<file path="src/rtl/gpio_pkg.sv">
// Shared types and defaults for the GPIO input debounce stage.
package gpio_pkg;

    typedef enum logic [1:0] {
        STABLE_LO,
        PEND_HI,
        STABLE_HI,
        PEND_LO
    } db_state_t;

    localparam int unsigned DEFAULT_DEBOUNCE_CYCLES = 4;
    localparam int unsigned DEFAULT_NUM_IN          = 9;

endpackage

</file>
<file path="src/rtl/gpio_debounce_if.sv">
// Pin-side and GPIO-side signal bundle of the debounce stage.
// Carries sticky_clr/sticky_q only when GPIO_DEBOUNCE_STICKY_EN is defined.
interface gpio_debounce_if #(
    parameter int unsigned NUM_CH = gpio_pkg::DEFAULT_NUM_IN
);

    logic              tick;
    logic [NUM_CH-1:0] in_raw;
    logic [NUM_CH-1:0] db_out;
    logic [NUM_CH-1:0] rise_pulse;
    logic [NUM_CH-1:0] fall_pulse;
`ifdef GPIO_DEBOUNCE_STICKY_EN
    logic [NUM_CH-1:0] sticky_clr;
    logic [NUM_CH-1:0] sticky_q;

    modport master (
        output tick, in_raw, sticky_clr,
        input  db_out, rise_pulse, fall_pulse, sticky_q
    );

    modport slave (
        input  tick, in_raw, sticky_clr,
        output db_out, rise_pulse, fall_pulse, sticky_q
    );
`else
    modport master (
        output tick, in_raw,
        input  db_out, rise_pulse, fall_pulse
    );

    modport slave (
        input  tick, in_raw,
        output db_out, rise_pulse, fall_pulse
    );
`endif

endinterface

</file>
<file path="src/rtl/gpio_debounce_ch.sv">
// One debounce channel: 2-flop synchroniser, 4-state filter FSM, edge pulses
// and, with GPIO_DEBOUNCE_STICKY_EN defined, a sticky rise flag.
module gpio_debounce_ch
    import gpio_pkg::*;
#(
    parameter int unsigned DEBOUNCE_CYCLES = DEFAULT_DEBOUNCE_CYCLES
) (
    input  logic clk,
    input  logic arst_n,
    input  logic tick,
    input  logic in_raw,
`ifdef GPIO_DEBOUNCE_STICKY_EN
    input  logic sticky_clr,
    output logic sticky_q,
`endif
    output logic db_out,
    output logic rise_pulse,
    output logic fall_pulse
);

    localparam int unsigned CNT_W = $clog2(DEBOUNCE_CYCLES);
    localparam logic [CNT_W-1:0] CNT_LAST = CNT_W'(DEBOUNCE_CYCLES - 1);
    localparam logic [CNT_W-1:0] CNT_ONE  = CNT_W'(1);

    logic             sync1_q;
    logic             sync2_q;
    db_state_t        state_q;
    logic [CNT_W-1:0] cnt_q;
    logic             db_q;
    logic             rise_q;
    logic             fall_q;

    always_ff @(posedge clk) begin
        if (!arst_n) begin
            sync1_q <= 1'b0;
            sync2_q <= 1'b0;
            state_q <= STABLE_LO;
            cnt_q   <= '0;
            db_q    <= 1'b0;
            rise_q  <= 1'b0;
            fall_q  <= 1'b0;
        end else begin
            sync1_q <= in_raw;
            sync2_q <= sync1_q;
            rise_q  <= 1'b0;
            fall_q  <= 1'b0;
            unique case (state_q)
                STABLE_LO: begin
                    if (sync2_q && tick) begin
                        state_q <= PEND_HI;
                        cnt_q   <= CNT_ONE;
                    end
                end
                PEND_HI: begin
                    // A mismatch aborts the pending change even on non-tick cycles.
                    if (!sync2_q) begin
                        state_q <= STABLE_LO;
                        cnt_q   <= '0;
                    end else if (tick) begin
                        if (cnt_q == CNT_LAST) begin
                            state_q <= STABLE_HI;
                            cnt_q   <= '0;
                            db_q    <= 1'b1;
                            rise_q  <= 1'b1;
                        end else begin
                            cnt_q <= cnt_q + CNT_ONE;
                        end
                    end
                end
                STABLE_HI: begin
                    if (!sync2_q && tick) begin
                        state_q <= PEND_LO;
                        cnt_q   <= CNT_ONE;
                    end
                end
                PEND_LO: begin
                    if (sync2_q) begin
                        state_q <= STABLE_HI;
                        cnt_q   <= '0;
                    end else if (tick) begin
                        if (cnt_q == CNT_LAST) begin
                            state_q <= STABLE_LO;
                            cnt_q   <= '0;
                            db_q    <= 1'b0;
                            fall_q  <= 1'b1;
                        end else begin
                            cnt_q <= cnt_q + CNT_ONE;
                        end
                    end
                end
            endcase
        end
    end

`ifdef GPIO_DEBOUNCE_STICKY_EN
    logic sticky_r;

    // Set has priority over clear.
    always_ff @(posedge clk) begin
        if (!arst_n) begin
            sticky_r <= 1'b0;
        end else begin
            sticky_r <= rise_q | (sticky_r & ~sticky_clr);
        end
    end

    assign sticky_q = sticky_r;
`endif

    assign db_out     = db_q;
    assign rise_pulse = rise_q;
    assign fall_pulse = fall_q;

endmodule

</file>
<file path="src/rtl/gpio_debounce.sv">
// Debounce bank feeding the GPIO in_ports bus: NUM_CH independent channels.
// Optional sticky rise flags are built when GPIO_DEBOUNCE_STICKY_EN is defined.
module gpio_debounce
    import gpio_pkg::*;
#(
    parameter int unsigned NUM_CH          = DEFAULT_NUM_IN,
    parameter int unsigned DEBOUNCE_CYCLES = DEFAULT_DEBOUNCE_CYCLES
) (
    input logic           clk,
    input logic           arst_n,
    gpio_debounce_if.slave bus
);

    for (genvar i = 0; i < NUM_CH; i++) begin : g_ch
        gpio_debounce_ch #(
            .DEBOUNCE_CYCLES(DEBOUNCE_CYCLES)
        ) u_ch (
            .clk        (clk),
            .arst_n     (arst_n),
            .tick       (bus.tick),
            .in_raw     (bus.in_raw[i]),
`ifdef GPIO_DEBOUNCE_STICKY_EN
            .sticky_clr (bus.sticky_clr[i]),
            .sticky_q   (bus.sticky_q[i]),
`endif
            .db_out     (bus.db_out[i]),
            .rise_pulse (bus.rise_pulse[i]),
            .fall_pulse (bus.fall_pulse[i])
        );
    end

endmodule

</file>
<file path="src/flat_wrapper.sv">
// flat-port wrapper written by rule: the top's interface ports become plain ports
module gpio_debounce_flat import gpio_pkg::*;
#(
    parameter int unsigned NUM_CH          = DEFAULT_NUM_IN,
    parameter int unsigned DEBOUNCE_CYCLES = DEFAULT_DEBOUNCE_CYCLES
)
  (clk, arst_n, bus_tick, bus_in_raw, bus_db_out, bus_rise_pulse, bus_fall_pulse);
  gpio_debounce_if #(.NUM_CH(NUM_CH)) bus_i ();
  input logic clk;
  input logic arst_n;
  input wire logic [$bits(bus_i.tick)-1:0] bus_tick;
  input wire logic [$bits(bus_i.in_raw)-1:0] bus_in_raw;
  output wire logic [$bits(bus_i.db_out)-1:0] bus_db_out;
  output wire logic [$bits(bus_i.rise_pulse)-1:0] bus_rise_pulse;
  output wire logic [$bits(bus_i.fall_pulse)-1:0] bus_fall_pulse;
  assign bus_i.tick = bus_tick;
  assign bus_i.in_raw = bus_in_raw;
  assign bus_db_out = bus_i.db_out;
  assign bus_rise_pulse = bus_i.rise_pulse;
  assign bus_fall_pulse = bus_i.fall_pulse;
  gpio_debounce #(.NUM_CH(NUM_CH), .DEBOUNCE_CYCLES(DEBOUNCE_CYCLES)) u_core (.clk(clk), .arst_n(arst_n), .bus(bus_i));
endmodule
</file>
<file path="config.mk">
export PLATFORM = sky130hd
export DESIGN_NAME = gpio_debounce_flat
export DESIGN_NICKNAME = d
export VERILOG_FILES = /design/src/rtl/gpio_pkg.sv /design/src/rtl/gpio_debounce_if.sv /design/src/rtl/gpio_debounce_ch.sv /design/src/rtl/gpio_debounce.sv /design/src/flat_wrapper.sv
export SDC_FILE = /design/constraint.sdc
export NUM_CORES = 1
export LEC_CHECK = 0
export BUFFER_PORTS_ARGS = -buffer_cell sky130_fd_sc_hd__buf_2
export CAP_MARGIN = 20
export CELL_PAD_IN_SITES_DETAIL_PLACEMENT = 0
export CELL_PAD_IN_SITES_GLOBAL_PLACEMENT = 1
export CORE_MARGIN = 2
export CORE_UTILIZATION = 40
export DETAILED_ROUTE_END_ITERATION = 12
export GPL_TIMING_DRIVEN = 0
export PLACE_DENSITY = 0.77
export SYNTH_ARGS = -nofsm -noshare
export SYNTH_HDL_FRONTEND = slang
export SYNTH_SLANG_ARGS = --single-unit
</file>
<file path="constraint.sdc">
create_clock -name clk -period 3.7 [get_ports clk]
set_input_delay 0.555 -clock clk [delete_from_list [all_inputs] [get_ports clk]]
set_output_delay 0.555 -clock clk [all_outputs]
set_load 0.01 [all_outputs]
</file>
# Yosys cells after proc, flatten, opt, wreduce, memory -nomap -nowiden
# Index checks and enable logic that the tools add are counted.
dict set report word_totals {
  reg_bits 81
  word_cells 532
  out_inout_bits 27
  inputBits 12
}
dict set report classes {
  n_reduce_logical 90
  eq_ne 144
  addsub 9
  bitwise_logic 10
  mux 216
}
# cell count
set ops {}
lappend ops {{2-to-1 mux 2 bit} 117}
lappend ops {{inequality test 2 bit (second input constant)} 72}
lappend ops {{case mux 2 bit (4 select lines)} 18}
lappend ops {{inequality test 3 bit (second input constant)} 36}
lappend ops {{2-to-1 mux 1 bit} 72}
lappend ops {{AND reduction 7 bit} 9}
lappend ops {{== test 2 bit (second input constant)} 27}
lappend ops {{AND reduction 6 bit} 9}
lappend ops {{AND reduction 3 bit} 9}
lappend ops {{OR reduction 3 bit} 9}
lappend ops {{adder 2 x 1 -> 2 bit (second input constant)} 9}
lappend ops {{== test 2 x 1 -> 1 bit (second input constant)} 9}
lappend ops {{logical AND 1 bit} 18}
lappend ops {{logical NOT 2 bit} 9}
lappend ops {{case mux 1 bit (2 select lines)} 9}
lappend ops {{AND reduction 2 bit} 9}
lappend ops {{nonzero test 2 bit} 9}
lappend ops {{inverter 1 bit} 10}
lappend ops {{logical NOT 1 bit} 9}

# Depth between registers and ports, before layout
# Gate-level depths: netlist of run 1.
dict set report depth {
  depth_word 5
  ltp_mapped 5
  ltp_nobuf 4
}

# Modules after synthesis
# Synthesis of run 1 repeated with hierarchy kept, for this count alone.
dict set report unflattened {
  hier_cells 324
  hier_area_um2 3423.3
}
# module seq_area_each_um2 instances area_each_um2 cells_per_inst
set modules_own_cells {}
lappend modules_own_cells {gpio_debounce_ch 180.2 9 380.4 36}

# Worst setup path after synthesis of run 1
# Ideal clock, no wire load.
dict set report synth_path {
  path_type {input-to-reg}
  from {in bus_tick}
  to {reg u_core.g_ch[2].u_ch.db_q}
  required_ns 3.585
  arrival_time_ns 1.245
  path_buffers 2
  setup_time_ns 0.115
  path_stages 5
  path_slack_ns 2.340
  cell_sequence {buf_2 > buf_2 > a41oi_1 > nor2_1 > o21a_1}
}
dict set report synth_via {
  elab_chain_len 2
  word_cells_on_any_way 3
  classes_between {2 x eq/ne; 1 x reduce/logical}
}
# item line_no
set synth_rtl {}
lappend synth_rtl {{start, declared} flat_wrapper.sv:11} ;# input wire logic [$bits(bus_i.tick)-1:0] bus_tick;
lappend synth_rtl {{inequality test 2 bit (no line)} n/a}
lappend synth_rtl {{AND reduction 7 bit (no line) *} n/a}
lappend synth_rtl {{end signal, assigned} gpio_debounce_ch.sv:39} ;# db_q <= 1'b0;
lappend synth_rtl {{end signal, assigned} gpio_debounce_ch.sv:63} ;# db_q <= 1'b1;
lappend synth_rtl {{end signal, assigned} gpio_debounce_ch.sv:84} ;# db_q <= 1'b0;
lappend synth_rtl {{end, declared} gpio_debounce_ch.sv:29} ;# logic db_q;
# Every way passes the cells marked *; elsewhere a longest branch is shown, timed or not.
# A chain may end at the register's enable or synchronous reset.

# Final worst setup path of run 1
dict set report layout_path {
  from {reg u_core.g_ch[6].u_ch.db_q}
  to {out bus_db_out[6]}
}
# item line_no
set layout_lines {}
lappend layout_lines {{start, declared} gpio_debounce_ch.sv:29}
lappend layout_lines {{start signal, assigned} gpio_debounce_ch.sv:39}
lappend layout_lines {{start signal, assigned} gpio_debounce_ch.sv:63}
lappend layout_lines {{start signal, assigned} gpio_debounce_ch.sv:84}
lappend layout_lines {{end, declared} flat_wrapper.sv:13} ;# output wire logic [$bits(bus_i.db_out)-1:0] bus_db_out;
# No word-level cell between the ends.

==> reports/summary.txt, run 1 <==
clk root buf = clkbuf_8
Syn Nets = 385
worst vdd ir = 0.167 mV
Worst Path Arrival = 0.94 ns
vias in the first global route = 2,588
pre-CTS setup slack = 1.96 ns
Post-DP HPWL = 4.86 mm
FFs w/ async S/R, synth = 0
Synth Register Bits = 81
number of flops mapped to enable cells by yosys = 0
final setup violation count = 0
Sink Count = 81
post-route clock period utilization = 0.405
die span in x = 99.0 µm
number of diodes = 0
Remaining Overflow, GRT = 0
crit start category = flop
Reg clk slew, reported paths = 0.08 ns
multi-input logic area = 0.00163 mm²
hold_buf cts = 0
Post-Synth XOR/XNOR Area = 0.0284
Post CTS Setup Buffer Count = 0
Worst Path Required = 3.14 ns
worst path bufs/invs = 2
Hold Path Class = in2reg
largest net degree at the start of global routing = 14
FMAX = 0.667 GHz
Max FO, Critical Path = 3
status = completed
CTS max path bufs = 2
1st-iter DRT viols = 112
Hold Violations, Final = 0
minimum clock period = 1.50 ns
cells along the critical path = buf_4 -> buf_2
slowest CP cell = dfxtp_1
multiplexer share of the synthesized area = 0.0250
Layout area overhead = 14.4%
row count = 34
register area share after synthesis = 0.450
Synth Area in Adders = 0.0312
antenna viol nets, final = 0
initial antenna violation count = 0
Slew HR = 0.590
Num CTS Buffers = 9
All-Layer GR Usage = 0.159
CTS tree = yes
Clock Skew = 0.00982 ns
Core ar. = 0.00872 mm²
Worst Setup Path Type = reg2out
die footprint = 0.00979 mm²
Vias/cell = 5.19
storage element area = 0.00162 mm²
Max-Cap Viols = 0
fin util = 0.473
Final Worst Setup Slack = 2.20 ns
Die H = 99.0 µm
CP Capture Type = primary output
P per Cell Area = 396 mW/mm²
largest family of logic cells by synthesized area = simple AND/OR/NAND/NOR gates
DRC violations left = 0
mapped cell area = 0.00361 mm²
final max-slew violation count = 0
RSZ-0062 raised after global routing = false
layout cells sized above 1 = 0.233
DRT Wirelength = 7.36 mm
Post-CTS Resized = 0
largest stage delay on the critical path = 0.36 ns
drt first pass iters = 4
first-pass GRT wire length = 12.5 mm
PortBufs = 37
Top Ports = 39
Final nets = 433
post-synthesis compound-gate area fraction = 0.129
Clock Latency Late Sink = 0.36 ns
vias = 2,727
Synth Instances = 364
wire per inst = 14.0 µm
Leak = 1.77 nW
Synth Flop Type = dfxtp_1
Initial Utilization = 0.414
Yosys warnings = 0
Fin Setup TNS = 0 ns
family with the most delay on the worst path = flip-flops
Syn Area/Cell = 9.91 µm²
final RePlAce weighted congestion = 0.782
Power, Total = 1.63 mW
Fill cells = 839
H-tree levels = 3
Yosys cell types = 39
actual slew at the worst max-slew pin = 0.614 ns
simple-gate area share of the yosys netlist = 0.239
synthesized netlist by cell type, types with 10 or more instances:
cell type | n | area share
nand3_1 | 11 | 0.015
and2_1 | 18 | 0.031
nand3b_1 | 16 | 0.033
nor2b_1 | 13 | 0.023
nand4b_1 | 10 | 0.024
nor3_1 | 13 | 0.018
buf_4 | 29 | 0.060
inv_1 | 12 | 0.012
dfxtp_1 | 81 | 0.45
buf_2 | 12 | 0.017
nor3b_1 | 12 | 0.025
and3_1 | 11 | 0.019
kinds of logic (layout without fill, tap and decap cells):
group,count (synthesis),after routing
AND/OR/NAND/NOR,134,134
flip-flops,81,81
AO/OA/AOI/OAI,62,62
buffers and inverters,59,112
XOR/XNOR,10,10
adder cells (fa/ha/maj),9,9
multiplexers,9,9
area by class of cell:
cell class | count | area share
well taps | 108 | 0.0328
multi-input cells | 224 | 0.396
clock inverters | 4 | 0.0127
repair buffers | 37 | 0.0449
flip-flops and latches | 81 | 0.393
clock buffers | 12 | 0.0352
plain buffers | 47 | 0.0746
inverters | 12 | 0.0109
worst paths after layout:
| path | end | start | slack (ns) | depth (start not counted) |
|---|---|---|---|---|
| setup / recovery | bus_db_out[6] | u_core.g_ch[6].u_ch.db_out | 2.20 | 2 |
| hold reg to reg | u_core.g_ch[4].u_ch.sync2_q | u_core.g_ch[4].u_ch.sync1_q | 0.44 | 1 |
| hold / removal | u_core.g_ch[5].u_ch.sync1_q | bus_in_raw[5] | 0.40 | 2 |
| setup reg to reg | u_core.g_ch[5].u_ch.cnt_q[0] | u_core.g_ch[5].u_ch.sync2_q | 2.41 | 3 |
layout by cell type, fill, tap and decap left out, types with 8 or more instances in the layout:
master	instances
dfxtp_1	81
buf_2	49
buf_4	29
and2_1	18
nand3b_1	16
nor2b_1	13
nor3_1	13
inv_1	12
nor3b_1	12
and3_1	11
nand3_1	11
nand4b_1	10
clkbuf_8	10
mux2i_1	9
a41oi_1	9
ha_1	9
nor2_1	8
o211ai_1	8
worst register-to-register path, cell delays in order (launching register included):
cell	delay (ns)
dfxtp_1	0.46
xnor2_2	0.19
and4b_1	0.23
a311o_1	0.30
power breakdown:
group          internal (mW)  leakage, nW  switching, mW
logic                 0.0343         1.02         0.0533
registers              0.887        0.657         0.0133
clock network          0.331       0.0888          0.313
per-stage QoR:
stage	area [µm²]	instances	hold WS (ns)
after floorplan	3610	364	0.412
after global routing	4130	525	0.399
after global placement	3930	509	0.416
after detailed placement	3930	509	0.419
after CTS	4130	525	0.396
final	4130	525	0.397
per-layer routing:
layer	global-route usage	vias up	part of all wire
met5	0	-	0
met4	0.0653	0	0.019
met3	0.0262	14	0.024
met2	0.256	39	0.46
met1	0.211	1291	0.49
li1	-	1383	-
Note: power is estimated with default switching activity, not from simulation.
==> run 2: changes to the inputs <==
--- a/config.mk
+++ b/config.mk
@@ -13,7 +13,7 @@
 export CORE_UTILIZATION = 40
 export DETAILED_ROUTE_END_ITERATION = 12
 export GPL_TIMING_DRIVEN = 0
-export PLACE_DENSITY = 0.77
+export PLACE_DENSITY = 0.8
 export SYNTH_ARGS = -nofsm -noshare
 export SYNTH_HDL_FRONTEND = slang
 export SYNTH_SLANG_ARGS = --single-unit
==> constraint.sdc (replaced) <==
create_clock -name clk -period 1.3 [get_ports clk]
set_input_delay 0.195 -clock clk [delete_from_list [all_inputs] [get_ports clk]]
set_output_delay 0.195 -clock clk [all_outputs]
set_load 0.01 [all_outputs]
==> run 2 against run 1 <==
Combinational power grew to 2.9 times the previous value. Cell count stayed put. Sequential power rose to 2.8 times the previous value. Sequential share of layout area about the same. Critical endpoint is now u_core.g_ch[3].u_ch.cnt_q[0]. First-iteration DRC count shrank 34%. Wire length is 0.63% lower. Count of clock-buffer cells in the layout fell by 3. Highest routed layer unchanged. Critical path type is now reg2reg. Largest power group unchanged.
==> reports/summary.txt, run 2 (same netlist as run 1, synthesis figures left out) <==
status = completed
Clock Latency Late Sink = 0.35 ns (about the same)
Power, Total = 4.52 mW (+180%)
Worst Setup Path Type = reg2reg
first-pass GRT wire length = 12.3 mm (-1.1%)
Initial Utilization = 0.414 (unchanged)
worst vdd ir = 0.425 mV (+150%)
Worst Path Arrival = 1.47 ns (+0.53 ns)
Worst Hold Margin = 0.0531 ns (-0.344 ns)
commonest non-fill, non-tap cell in the layout = dfxtp_1
crit start category = flop
cells along the critical path = ha_1 -> o21ai_0 -> and4b_1 -> a311o_1
H-tree levels = 3 (unchanged)
final max-slew violation count = 0 (unchanged)
Num CTS Buffers = 9 (unchanged)
clk root buf = clkbuf_8
Sink Count = 81 (unchanged)
CP Capture Type = flop
fin area = 0.00414 mm² (+0.42%)
FMAX = 0.809 GHz
number of diodes = 0 (unchanged)
PortBufs = 37 (unchanged)
slowest CP cell = dfxtp_1
wire per inst = 13.9 µm (-0.63%)
DRT Wirelength = 7.31 mm (-0.63%)
Remaining Overflow, GRT = 0 (unchanged)
final setup violation count = 0 (unchanged)
Top Ports = 39 (unchanged)
Clock Skew = 0.00714 ns (-0.00268 ns)
die span in x = 99.0 µm (unchanged)
Fin Setup TNS = 0 ns (unchanged)
initial antenna violation count = 0 (unchanged)
All-Layer GR Usage = 0.156 (-0.00303)
Reg clk slew, reported paths = 0.08 ns (about the same)
largest net degree at the start of global routing = 13 (-1)
final RePlAce weighted congestion = 0.783 (about the same)
Final nets = 436 (+0.69%)
1st-iter DRT viols = 74 (-34%)
antenna viol nets, final = 0 (unchanged)
Hold Violations, Final = 0 (unchanged)
largest stage delay on the critical path = 0.37 ns (about the same)
Post-DP HPWL = 4.88 mm (+0.25%)
drt first pass iters = 4 (unchanged)
Die H = 99.0 µm (unchanged)
Layout area overhead = 14.8%
row count = 34 (unchanged)
die footprint = 0.00979 mm² (unchanged)
actual slew at the worst max-slew pin = 0.639 ns (+0.0248 ns)
DRC violations left = 0 (unchanged)
CTS tree = yes
CTS max path bufs = 2 (unchanged)
P per Cell Area = 1090 mW/mm² (+180%)
vias = 2,743 (+0.59%)
Worst Path Required = 1.54 ns (-1.60 ns)
Slew HR = 0.574 (-0.0166)
layout cells sized above 1 = 0.261 (+0.0288)
Core ar. = 0.00872 mm² (unchanged)
hold_buf cts = 0 (unchanged)
Max FO, Critical Path = 4 (+1)
Hold Path Class = in2reg
RSZ-0062 raised after global routing = false
Vias/cell = 5.22 (+0.59%)
commonest cells after routing, fill and taps aside = 76 x dfxtp_1, 49 x buf_2, 32 x buf_4
vias in the first global route = 2,597 (+0.35%)
minimum clock period = 1.24 ns
Leak = 1.77 nW (+0.42%)
Max-Cap Viols = 0 (unchanged)
post-route clock period utilization = 0.951
Post-DP Area = 0.00393 mm² (unchanged)
[run 2: through the flow]
stage,std cells,utilization,setup slack [ns]
2_1_floorplan,364,-,0.115
3_3_place_gp,509,0.450,-0.0579
3_5_place_dp,509,0.450,-0.0967
4_1_cts,522,0.470,0.0164
5_1_grt,525,0.475,0.00811
6_report,525,0.475,0.0641
[run 2: final cells by class]
| type | instances | area [µm²] |
|---|---|---|
| Tap cell | 108 | 135 |
| Sequential cell | 81 | 1630 |
| Clock buffer | 9 | 124 |
| Fill cell | 826 | 4580 |
| Buffer | 47 | 308 |
| Clock inverter | 4 | 47.5 |
| Timing Repair Buffer | 40 | 208 |
| Multi-Input combinational cell | 224 | 1650 |
| Inverter | 12 | 45.0 |
[run 2: repair_timing]
| item | 4_1_cts | 5_1_grt |
|---|---|---|
| endpoints found under the setup margin | 0 | 8 |
| setup buffers | 0 | 3 |
| resized for setup | 0 | 10 |
| hold endpoints to repair | 0 | 0 |
[run 2: critical path, delay by kind of cell, from the launching register on]
kind	cells	cell delay (ns)
adders and majority gates	1	0.20
DFF	1	0.37
AOI/OAI and AO/OA	2	0.38
and+or+nand+nor	1	0.18
[run 2: worst paths after layout]
| check | start | end | slack, ns | depth (start not counted) |
|---|---|---|---|---|
| setup / recovery | u_core.g_ch[3].u_ch.cnt_q[0] | u_core.g_ch[3].u_ch.cnt_q[0] | 0.06 | 4 |
| hold / removal | bus_in_raw[8] | u_core.g_ch[8].u_ch.sync1_q | 0.05 | 2 |
| setup reg to reg | u_core.g_ch[3].u_ch.cnt_q[0] | u_core.g_ch[3].u_ch.cnt_q[0] | 0.06 | 4 |
| hold reg to reg | u_core.g_ch[2].u_ch.sync1_q | u_core.g_ch[2].u_ch.sync2_q | 0.44 | 1 |
[run 2: layer usage]
layer  global-route usage  vias to the layer above  part of all wire
met3               0.0255                       14             0.034
met5                    0                        -                 0
met2                0.251                       44              0.47
met1                0.205                     1292              0.48
li1                     -                     1393                 -
met4               0.0685                        0             0.016
[run 2: where the power goes]
part / total (mW) / leakage, nW / internal (mW) / switching (mW)
combinational: 0.254 / 1.03 / 0.103 / 0.151
sequential: 2.56 / 0.660 / 2.53 / 0.0387
clock: 1.70 / 0.0868 / 0.849 / 0.848
